`src/rtl/wb_write_arbiter.sv`:
```
// Register-file write-port arbiter: pipeline writes win, MDU results
// queue in a small FIFO and drain into idle slots or a forced stall.
module wb_write_arbiter #(
  parameter int BITS_SIZE  = 32,
  parameter int REG_ADDR   = 5,
  parameter int PEND_DEPTH = 2
) (
  input  logic                 i_clk,
  input  logic                 i_reset,
  input  logic                 i_wb_valid,
  input  logic                 i_wb_regwrite,
  input  logic                 i_wb_jal,
  input  logic [REG_ADDR-1:0]  i_wb_reg_addr,
  input  logic [BITS_SIZE-1:0] i_wb_data,
  input  logic [BITS_SIZE-1:0] i_wb_pc8,
  input  logic                 i_mdu_valid,
  input  logic [REG_ADDR-1:0]  i_mdu_reg_addr,
  input  logic [BITS_SIZE-1:0] i_mdu_data,
  output logic                 o_mdu_ready,
  output logic                 o_rf_write,
  output logic [REG_ADDR-1:0]  o_rf_addr,
  output logic [BITS_SIZE-1:0] o_rf_data,
  output logic                 o_stall_pipe
);

  localparam int PTR_W = (PEND_DEPTH > 1) ? $clog2(PEND_DEPTH) : 1;
  localparam int CNT_W = $clog2(PEND_DEPTH + 1);
  localparam logic [CNT_W-1:0] FULL_CNT = CNT_W'(PEND_DEPTH);
  localparam logic [PTR_W-1:0] LAST_PTR = PTR_W'(PEND_DEPTH - 1);

  typedef enum logic {
    NORMAL,
    DRAIN
  } state_t;

  state_t state;
  state_t next_state;

  logic [REG_ADDR-1:0]  pend_addr [PEND_DEPTH];
  logic [BITS_SIZE-1:0] pend_data [PEND_DEPTH];

  logic [PTR_W-1:0] wr_ptr;
  logic [PTR_W-1:0] rd_ptr;
  logic [CNT_W-1:0] count;
  logic [CNT_W-1:0] next_count;

  logic                 pw;
  logic [BITS_SIZE-1:0] pipe_data;
  logic                 accept;
  logic                 push;
  logic                 pop;
  logic [REG_ADDR-1:0]  head_addr;
  logic [BITS_SIZE-1:0] head_data;

  assign o_mdu_ready = !i_reset && (count < FULL_CNT);

  assign head_addr = pend_addr[rd_ptr];
  assign head_data = pend_data[rd_ptr];

  always_comb begin
    pw        = i_wb_valid && i_wb_regwrite &&
                (i_wb_reg_addr != '0);
    pipe_data = i_wb_jal ? i_wb_pc8 : i_wb_data;
    accept    = i_mdu_valid && o_mdu_ready;
    // Results for $zero are consumed but never stored.
    push      = accept && (i_mdu_reg_addr != '0);
    pop       = 1'b0;
    if (count != '0) begin
      if (state == DRAIN) pop = 1'b1;
      else                pop = !pw;
    end
    next_count = count + CNT_W'(push) - CNT_W'(pop);
    next_state = state;
    if (state == NORMAL) begin
      if (next_count == FULL_CNT) next_state = DRAIN;
    end else begin
      if (next_count == '0) next_state = NORMAL;
    end
  end

  always_ff @(posedge i_clk) begin
    if (push) begin
      pend_addr[wr_ptr] <= i_mdu_reg_addr;
      pend_data[wr_ptr] <= i_mdu_data;
    end
  end

  always_ff @(posedge i_clk) begin
    if (i_reset) begin
      state        <= NORMAL;
      count        <= '0;
      wr_ptr       <= '0;
      rd_ptr       <= '0;
      o_rf_write   <= 1'b0;
      o_rf_addr    <= '0;
      o_rf_data    <= '0;
      o_stall_pipe <= 1'b0;
    end else begin
      state        <= next_state;
      count        <= next_count;
      o_stall_pipe <= (next_state == DRAIN);
      if (push) begin
        wr_ptr <= (wr_ptr == LAST_PTR) ? '0 : wr_ptr + 1'b1;
      end
      if (pop) begin
        rd_ptr <= (rd_ptr == LAST_PTR) ? '0 : rd_ptr + 1'b1;
      end
      if (state == NORMAL && pw) begin
        o_rf_write <= 1'b1;
        o_rf_addr  <= i_wb_reg_addr;
        o_rf_data  <= pipe_data;
      end else if (pop) begin
        o_rf_write <= 1'b1;
        o_rf_addr  <= head_addr;
        o_rf_data  <= head_data;
      end else begin
        o_rf_write <= 1'b0;
      end
    end
  end

endmodule

```
`config.mk`:
```
export PLATFORM = sky130hd
export DESIGN_NAME = wb_write_arbiter
export DESIGN_NICKNAME = d
export VERILOG_FILES = /design/src/rtl/wb_write_arbiter.sv
export SDC_FILE = /design/constraint.sdc
export NUM_CORES = 1
export LEC_CHECK = 0
export CAP_MARGIN = 40
export CORE_MARGIN = 4
export CORE_UTILIZATION = 40
export DETAILED_ROUTE_END_ITERATION = 10
export PLACE_DENSITY = 0.7
export SLEW_MARGIN = 10
export SYNTH_ARGS = -nofsm -noshare
export SYNTH_HDL_FRONTEND = slang
export SYNTH_SLANG_ARGS = --single-unit
```
`constraint.sdc`:
```
create_clock -name i_clk -period 4.7 [get_ports i_clk]
set_input_delay 0.705 -clock i_clk [delete_from_list [all_inputs] [get_ports i_clk]]
set_output_delay 0.705 -clock i_clk [all_outputs]
set_load 0.01 [all_outputs]
```
==> results.py, run 1 <==
metrics = {
    "synthesis": {
        "synth-xor-area-share": 0.003578,
        "ys_seq_elements": 118,
        "syn-num-nets": 510,
        "synth_top_family_by_area": "multiplexers",
        "synth_compound_area_frac": 0.1058,
        "synth_top_cell_area_share": 0.4539,
        "synth_cell_type_count": 27,
        "yosysTopAreaCell": "edfxtp_1",
        "syn_area_mm2": 0.004896,
        "seq_area_frac_synth": 0.6338,
        "synth_mux_area_frac": 0.1492,
        "synth-simple-area-share": 0.07360,
        "yosysWarnings": 0,
        "synth_fa_ha_area_frac": 0.005111,
        "yosys-top-cells-area": "edfxtp_1 (45%), dfxtp_1 (18%), mux2i_1 (7.6%), mux2_2 (7.4%), nand2_1 (5.8%)",
        "synth_cells": 396,
        "avgSynthCellArea_um2": 12.36,
    },
    "detailed_routing": {
        "antenna_left": 0,
        "wirelength_um": 11990,
        "wl_per_cell_um": 17.05,
        "drc": 0,
        "dr_total_vias": 3579,
        "drtIter0Drc": 169,
        "dr.pass1.iters": 5,
        "post_drt_via_cell_ratio": 5.091,
    },
    "clocking": {
        "path_clk_slew_ns": 0.05,
        "post_cts_resized": 0,
        "h-tree-depth": 4,
        "cts_tree": "yes",
        "numCtsBuffers": 17,
        "cts_buffer_depth": 2,
        "cts_hold_buffers": 0,
        "cts.sinks": 118,
        "cts_setup_buffers": 0,
        "cts_root_buf": "clkbuf_16",
        "clock_latency_ns": 0.40,
    },
    "floorplanning": {
        "core-area_mm2": 0.01201,
        "dieArea_mm2": 0.01407,
        "die_x_um": 118.6,
        "die_h_um": 118.6,
        "io_pins": 152,
        "start_util": 0.4076,
        "row_count": 40,
    },
    "layout": {
        "final_cell_mix": "clkdlybuf4s50_1 (149), nand2_1 (75), edfxtp_1 (74), dfxtp_1 (43), a21oi_1 (40)",
        "antenna_cells": 0,
        "nets": 657,
        "drive_gt1_frac": 0.1367,
        "final_core_util": 0.6004,
        "final_common_cell": "clkdlybuf4s50_1",
        "area_delta_synth_final_pct": 47.30,
    },
    "setup_path": {
        "crit_chain": "clkdlybuf4s50_1 > or4_1 > o21ai_0 > or3_1 > ha_1 > inv_1 > ha_1 > xor2_1 > xnor2_1 > o31ai_1",
        "path_delay_family": "simple AND/OR/NAND/NOR gates",
        "cp.required_ns": 5.01,
        "worst-path-buf-inv": 2,
        "path_common_cell": "ha_1",
        "critPathLaunch": "i_mdu_reg_addr[1]",
        "cp_slowest_cell": "or4_1",
        "end_kind": "flip-flop",
        "slowest_delay_ns": 0.58,
        "cp_max_fo": 4,
        "start_kind": "input pin",
        "cp.arrival_ns": 3.28,
        "reg2regPathDepth": 9,
        "r2r_slack_ns": 2.64,
        "timing_worst_setup_path_type": "input pin to flip-flop",
    },
    "global_route": {
        "antenna_found_initial": 0,
        "first_global_vias": 3667,
        "grt_first_pass_wirelength_um": 19220,
        "grt_use_total": 0.1732,
        "grt_overflow_total": 0,
        "grt_max_degree": 59,
    },
    "placement": {
        "dpl.hpwl_um": 8313,
        "numPortBuffers": 151,
        "place.gp.congestion": 0.7219,
    },
    "timing": {
        "slew_headroom": 0.4543,
        "fmax_ghz": 0.3370,
        "tightest_slew_ns": 0.8185,
        "tns_ns": 0,
        "hold_ws_ns": 0.5007,
        "setup_viol_count_final": 0,
        "finalCritPeriodShare": 0.6314,
        "min_period_ns": 2.968,
        "finalClockSkew_ns": 0.008471,
        "rsz0062_at_grt": "false",
        "final_hold_viol_count": 0,
        "slew_violations": 0,
    },
    "status": {
        "status": "finished clean",
    },
    "power_and_ir_drop": {
        "p_per_area_mw_per_mm2": 535.9,
        "p_leak_uw": 0.002494,
        "ir_drop_mv": 0.2796,
        "finalPower_uw": 3865,
    },
    "worst_hold_path": {
        "hold_depth": 2,
        "hold_path.class": "flip-flop to flip-flop",
    },
    "run": {
        "cap_viol_max_count": 0,
    },
}
[layer usage]
metal / vias up / share of wire / global-route usage
met5: - / 0 / 0
met2: 139 / 0.46 / 0.2803
met3: 8 / 0.077 / 0.06459
met4: 0 / 0.0059 / 0.05214
li1: 1751 / - / -
met1: 1681 / 0.45 / 0.2163
[tightest hold or removal path, stage by stage, from the launching register on]
cell and delay, ns:
dfxtp_1 0.33, nand2_1 0.06, o31ai_1 0.05
[metrics by stage]
stage | instances | cell area [um2] | setup WS [ns]
finish | 703 | 7212 | 1.732
global route | 703 | 7212 | 1.573
CTS | 703 | 7212 | 1.774
detailed placement | 671 | 6620 | 1.362
global placement | 666 | 6490 | 1.541
floorplan | 396 | 4896 | 1.403
[worst max path at each step]
stage,to,slack (ns),depth (start not counted)
after floorplan,pend_addr[0][0],1.40,3
after detailed placement,flip-flop,1.36,10
final,flip-flop,1.73,10
after global routing,flip-flop,1.57,10
after global placement,flip-flop,1.54,10
after CTS,flip-flop,1.77,10
[state kept, by name (all words and copies together) (netlist names), named ones only]
signal,flops
pend_data,64
o_rf_data,32
pend_addr,10
o_rf_addr,5
count,2
o_rf_write,1
rd_ptr,1
wr_ptr,1
[logic make-up (layout without fill, tap and decap cells)]
logic type | Yosys count | in the layout
mux | 69 | 69
fa+ha+maj | 2 | 2
simple gates | 89 | 89
buf+inv | 32 | 192
flops | 118 | 118
compound gates | 84 | 84
xor+xnor | 2 | 2
[Yosys cell counts, drive strengths merged]
library cell and n:
mux2i 37, xor2 1, nand2 75, inv 2
mux2 32, xnor2 1, o21a 1, nor2 7
o21ai 5, buf 10, o31ai 1, or2 1
and3b 1, clkbuf 20, or4 2, ha 2
a21oi 40, edfxtp 74, dfxtp 44, or3 2
nor2b 1, o211ai 37
[power breakdown]
group	internal [uW]	total [uW]	switching (uW)
registers	1290	1400	114
logic	607	1180	573
clock network	855	1280	425
total	2750	3870	1110
[layout make-up]
type                       count  area, um2
clock buffer                  22      464.2
clock inverter                10      127.6
fill                         977       4800
inverter                       2      7.507
multi-input combinational    246       1678
sequential                   118       3104
tap                          147      183.9
timing repair buffer         158       1647
Note: power is estimated with default switching activity, not from simulation.
==> run 2: changes to the inputs <==
--- a/config.mk
+++ b/config.mk
@@ -9,7 +9,7 @@
 export CORE_MARGIN = 4
 export CORE_UTILIZATION = 40
 export DETAILED_ROUTE_END_ITERATION = 10
-export PLACE_DENSITY = 0.7
+export PLACE_DENSITY = 0.73
 export SLEW_MARGIN = 10
 export SYNTH_ARGS = -nofsm -noshare
 export SYNTH_HDL_FRONTEND = slang
==> constraint.sdc (replaced) <==
create_clock -name i_clk -period 2.6 [get_ports i_clk]
set_input_delay 0.39 -clock i_clk [delete_from_list [all_inputs] [get_ports i_clk]]
set_output_delay 0.39 -clock i_clk [all_outputs]
set_load 0.01 [all_outputs]
==> results.py, run 2 (synthesis results as in run 1) <==
metrics = {
    "setup_path": {
        "path_delay_family": "simple AND/OR/NAND/NOR gates",
        "critPathLaunch": "i_mdu_reg_addr[1]",
        "end_kind": "flip-flop",
        "cp.depth": 10,
        "cp_max_fo": 4,
        "worst-path-buf-inv": 2,
        "timing_worst_setup_path_type": "input pin to flip-flop",
        "crit_chain": "clkdlybuf4s50_1 > or4_1 > o21ai_1 > or3_4 > ha_1 > inv_1 > ha_1 > xor2_1 > xnor2_1 > o31ai_1",
        "cp_slowest_cell": "or4_1",
        "path_common_cell": "ha_1",
        "cp.arrival_ns": 2.79,
        "slowest_delay_ns": 0.61,
        "cp.required_ns": 2.90,
        "r2r_slack_ns": 0.70,
        "reg2regPathDepth": 9,
        "start_kind": "input pin",
    },
    "layout": {
        "antenna_cells": 0,
        "nets": 664,
        "reg.largest.list": "pend_data: 64 flops, o_rf_data: 32 flops, pend_addr: 10 flops",
        "final_common_cell": "clkdlybuf4s50_1",
        "largest_reg_flops": 64,
        "final_cell_mix": "clkdlybuf4s50_1 (149), nand2_1 (75), edfxtp_1 (74), dfxtp_1 (43), a21oi_1 (40)",
        "drive_gt1_frac": 0.1492,
        "fillers": 1021,
        "stdcell_area_mm2": 0.007261,
        "stdcell_count": 710,
        "top_register": "pend_data",
        "area_delta_synth_final_pct": 48.30,
    },
    "timing": {
        "finalCritPeriodShare": 0.9555,
        "setup_viol_count_final": 0,
        "rsz0062_at_grt": "false",
        "tns_ns": 0,
        "final_hold_viol_count": 0,
        "slew_headroom": 0.4655,
        "slew_violations": 0,
        "fmax_ghz": 0.4025,
        "hold_ws_ns": 0.4153,
        "min_period_ns": 2.484,
        "tightest_slew_ns": 0.8017,
        "finalClockSkew_ns": 0.007207,
    },
    "clocking": {
        "cts_tree": "yes",
        "cts_setup_buffers": 0,
        "numCtsBuffers": 17,
        "cts_root_buf": "clkbuf_16",
        "path_clk_slew_ns": 0.05,
        "h-tree-depth": 4,
        "cts.sinks": 118,
        "clock_latency_ns": 0.39,
        "cts_hold_buffers": 0,
        "cts_buffer_depth": 2,
    },
    "run": {
        "cap_viol_max_count": 0,
    },
    "detailed_routing": {
        "antenna_left": 0,
        "post_drt_via_cell_ratio": 5.087,
        "wl_per_cell_um": 17.03,
        "dr.pass1.iters": 4,
        "drc": 0,
        "dr_total_vias": 3612,
        "drtIter0Drc": 212,
        "wirelength_um": 12090,
    },
    "global_route": {
        "grt_max_degree": 46,
        "first_global_vias": 3738,
        "grt_overflow_total": 0,
        "grt_use_total": 0.1739,
        "grt_first_pass_wirelength_um": 19120,
        "antenna_found_initial": 0,
    },
    "floorplanning": {
        "die_h_um": 118.6,
        "dieArea_mm2": 0.01407,
        "core-area_mm2": 0.01201,
        "row_count": 40,
        "io_pins": 152,
        "start_util": 0.4076,
        "die_x_um": 118.6,
    },
    "placement": {
        "dpl.cell_count": 678,
        "numPortBuffers": 151,
        "dpl.hpwl_um": 8112,
        "place_area_mm2": 0.006630,
        "place.gp.congestion": 0.7772,
    },
    "power_and_ir_drop": {
        "p_per_area_mw_per_mm2": 986.2,
        "ir_drop_mv": 0.6383,
        "p_leak_uw": 0.002522,
    },
    "worst_hold_path": {
        "hold_path.class": "input pin to flip-flop",
        "hold_path.startpoint": "i_reset",
    },
    "status": {
        "status": "finished clean",
    },
}
-- run 2: cell types whose count changed in the layout (fill, tap and decap cells not counted) --
cell	change
buf_4	+8
buf_16	-4
buf_12	+3
clkinv_2	-2
bufinv_16	+1
clkbuf_8	+1
o21ai_0	-1
o21ai_1	+1
or3_1	-1
or3_4	+1
-- run 2: area by class of cell --
type,instances,area [um2],share of cell area
repair buffers,165,1657,0.2282
multi-input cells,246,1683,0.2318
clock inverters,9,147.6,0.02033
inverters,2,7.507,0.001034
clock buffers,23,478.0,0.06583
flip-flops and latches,118,3104,0.4275
well taps,147,183.9,0.02533
-- run 2: metrics by stage --
step	power, uW	setup slack [ns]	util
floorplan	3825	-0.3824	-
global placement	4697	-0.2909	0.5520
detailed placement	4767	-0.4448	0.5520
CTS	7236	0.002534	0.6041
global route	7562	0.0004934	0.6045
finish	7161	0.1157	0.6045
-- run 2: worst min path at each step --
| stage | slack (ns) | end | cells past startpoint |
|---|---|---|---|
| after floorplan | 0.45 | wr_ptr | 1 |
| after detailed placement | 0.50 | flip-flop | 2 |
| after global routing | 0.42 | wr_ptr | 3 |
| after global placement | 0.48 | flip-flop | 2 |
| after CTS | 0.51 | wr_ptr | 3 |
| final | 0.42 | wr_ptr | 3 |
-- run 2: power breakdown --
group | internal, uW | switching [uW]
clock | 1670 | 761
combinational | 1120 | 1070
sequential | 2330 | 202
-- run 2: timing repair --
action,CTS,global route
setup endpoints to repair,0,2
resized for setup,0,2
endpoints found under the hold margin,0,0
-- run 2: layer usage --
metal,global-route usage,up-vias,wire length (um),share of wire
li1,-,1768,-,-
met1,0.2149,1699,5167,0.43
met2,0.2821,135,5822,0.48
met3,0.06316,10,912,0.075
met4,0.05938,0,186,0.015
met5,0,-,0,0
-- run 2: worst reg2reg max path: stages (launching register included) --
cell     delay (ns)
dfxtp_1        0.34
and3b_1        0.29
o21a_1         0.16
nor2_1         0.05
ha_1           0.27
inv_1          0.04
ha_1           0.17
xor2_1         0.15
xnor2_1        0.15
o31ai_1        0.20
==> run 3: changes to the inputs <==
--- a/config.mk
+++ b/config.mk
@@ -6,11 +6,12 @@
 export NUM_CORES = 1
 export LEC_CHECK = 0
 export CAP_MARGIN = 40
-export CORE_MARGIN = 4
-export CORE_UTILIZATION = 40
+export CELL_PAD_IN_SITES_DETAIL_PLACEMENT = 1
+export CELL_PAD_IN_SITES_GLOBAL_PLACEMENT = 1
+export CORE_UTILIZATION = 33
 export DETAILED_ROUTE_END_ITERATION = 10
-export PLACE_DENSITY = 0.73
-export SLEW_MARGIN = 10
+export PLACE_DENSITY_LB_ADDON = 0.1
+export SLEW_MARGIN = 20
 export SYNTH_ARGS = -nofsm -noshare
 export SYNTH_HDL_FRONTEND = slang
 export SYNTH_SLANG_ARGS = --single-unit
==> results.py, run 3 (synthesis results as in run 1) <==
metrics = {
    "clocking": {
        "h-tree-depth": 4,
        "numCtsBuffers": 17,
        "cts_setup_buffers": 0,
        "path_clk_slew_ns": 0.05,
        "cts_hold_buffers": 0,
        "cts_buffer_depth": 2,
        "cts_root_buf": "clkbuf_16",
        "clock_latency_ns": 0.41,
        "cts.sinks": 118,
        "cts_tree": "yes",
        "post_cts_resized": 1,
    },
    "global_route": {
        "antenna_found_initial": 0,
        "grt_first_pass_wirelength_um": 19740,
        "first_global_vias": 3747,
        "grt_use_total": 0.1792,
        "grt_max_degree": 61,
        "grt_overflow_total": 0,
    },
    "layout": {
        "area_delta_synth_final_pct": 48.48,
        "antenna_cells": 0,
        "top_register": "pend_data",
        "largest_reg_flops": 64,
        "final_cell_mix": "clkdlybuf4s50_1 (149), nand2_1 (75), edfxtp_1 (74), dfxtp_1 (43), a21oi_1 (40)",
        "stdcell_area_mm2": 0.007269,
        "nets": 666,
        "final_common_cell": "clkdlybuf4s50_1",
        "drive_gt1_frac": 0.1469,
        "reg.largest.list": "pend_data: 64 flops, o_rf_data: 32 flops, pend_addr: 10 flops",
    },
    "floorplanning": {
        "dieArea_mm2": 0.01533,
        "start_util": 0.3381,
        "core-area_mm2": 0.01448,
        "die_h_um": 123.8,
        "io_pins": 152,
        "row_count": 44,
        "die_x_um": 123.8,
    },
    "power_and_ir_drop": {
        "power_switching_uw": 2092,
        "p_per_area_mw_per_mm2": 958.6,
        "power_frac_comb": 0.323,
        "ir_drop_mv": 0.5607,
        "p_int_uw": 4877,
        "clock_power_share": 0.314,
        "swShare": 0.3002,
        "power_frac_seq": 0.363,
        "p_leak_uw": 0.002510,
    },
    "timing": {
        "setup_viol_count_final": 0,
        "finalCritPeriodShare": 0.9389,
        "finalClockSkew_ns": 0.006745,
        "final_hold_viol_count": 0,
        "tns_ns": 0,
        "tightest_slew_ns": 0.6949,
        "slew_violations": 0,
        "min_period_ns": 2.441,
        "fmax_ghz": 0.4096,
        "slew_headroom": 0.5357,
        "hold_ws_ns": 0.3758,
        "rsz0062_at_grt": "false",
    },
    "detailed_routing": {
        "drtIter0Drc": 143,
        "antenna_left": 0,
        "wl_per_cell_um": 17.57,
        "route.met3.wl_um": 818,
        "wl_met1_um": 5669,
        "drc": 0,
        "top_layer_used": "met4",
        "post_drt_via_cell_ratio": 4.889,
        "dr_total_vias": 3662,
        "wirelength_um": 13160,
        "met2_length_um": 6476,
        "dr.pass1.iters": 4,
    },
    "setup_path": {
        "cp_slowest_cell": "or4_1",
        "timing_worst_setup_path_type": "input pin to flip-flop",
        "end_kind": "flip-flop",
        "path_common_cell": "ha_1",
        "slowest_delay_ns": 0.60,
        "crit_chain": "clkdlybuf4s50_1 > or4_1 > o21ai_1 > or3_4 > ha_1 > inv_1 > ha_1 > xor2_1 > xnor2_1 > o31ai_1",
        "cp.required_ns": 2.88,
        "cp_max_fo": 4,
        "start_kind": "input pin",
        "cp.arrival_ns": 2.72,
    },
    "status": {
        "status": "finished clean",
    },
    "worst_hold_path": {
        "hold_path.class": "input pin to flip-flop",
    },
    "placement": {
        "dpl.hpwl_um": 8787,
        "numPortBuffers": 151,
        "place_area_mm2": 0.006711,
        "place.gp.congestion": 0.6896,
    },
    "run": {
        "cap_viol_max_count": 0,
    },
}
==> run 3: layout make-up <==
class                           instances  area (um2)
Fill cell                            1501        7209
Sequential cell                       118        3104
Timing Repair Buffer                  167        1692
Multi-Input combinational cell        246        1683
Clock buffer                           27       503.0
Tap cell                              184       230.2
Clock inverter                          5       50.05
Inverter                                2       7.507
==> run 3: stage by stage <==
step | util | power (uW) | setup WS, ns | std cells
floorplan | - | 3825 | -0.3824 | 396
CTS | 0.5021 | 7052 | 0.07877 | 749
detailed placement | 0.4635 | 4840 | -0.4298 | 717
global route | 0.5021 | 7346 | 0.06117 | 749
finish | 0.5021 | 6969 | 0.1589 | 749
global placement | 0.4602 | 4766 | -0.3734 | 715
==> run 3: routing by layer <==
metal,vias up,GRT usage
met5,-,0
met4,0,0.07154
met3,18,0.05220
met2,97,0.3031
met1,1780,0.2129
li1,1767,-
==> run 3: path summary, 6_finish.rpt <==
path / depth (start not counted) / slack, ns / endpoint / startpoint
hold reg to reg: 2 / 0.51 / flip-flop / flip-flop
setup / recovery: 10 / 0.16 / flip-flop / i_mdu_reg_addr[1]
setup reg to reg: 3 / 0.67 / pend_data[1][6] / count[1]
hold / removal: 3 / 0.38 / wr_ptr / i_reset
==> run 3: critical path: cells and delay by family <==
kind / cells / cell delay [ns]
AND/OR/NAND/NOR: 2 / 0.80
buffers and inverters: 2 / 0.51
adder cells (fa/ha/maj): 2 / 0.38
XOR/XNOR: 2 / 0.36
AO/OA/AOI/OAI: 2 / 0.29
==> run 3: power groups by stage <==
stage / clock network [uW] / logic [uW] / registers, uW
6_report: 2190 / 2250 / 2530
3_5_place_dp: 0 / 2270 / 2570
3_3_place_gp: 0 / 2210 / 2550
4_1_cts: 2230 / 2290 / 2530
5_1_grt: 2300 / 2480 / 2570
2_1_floorplan: 0 / 1240 / 2590
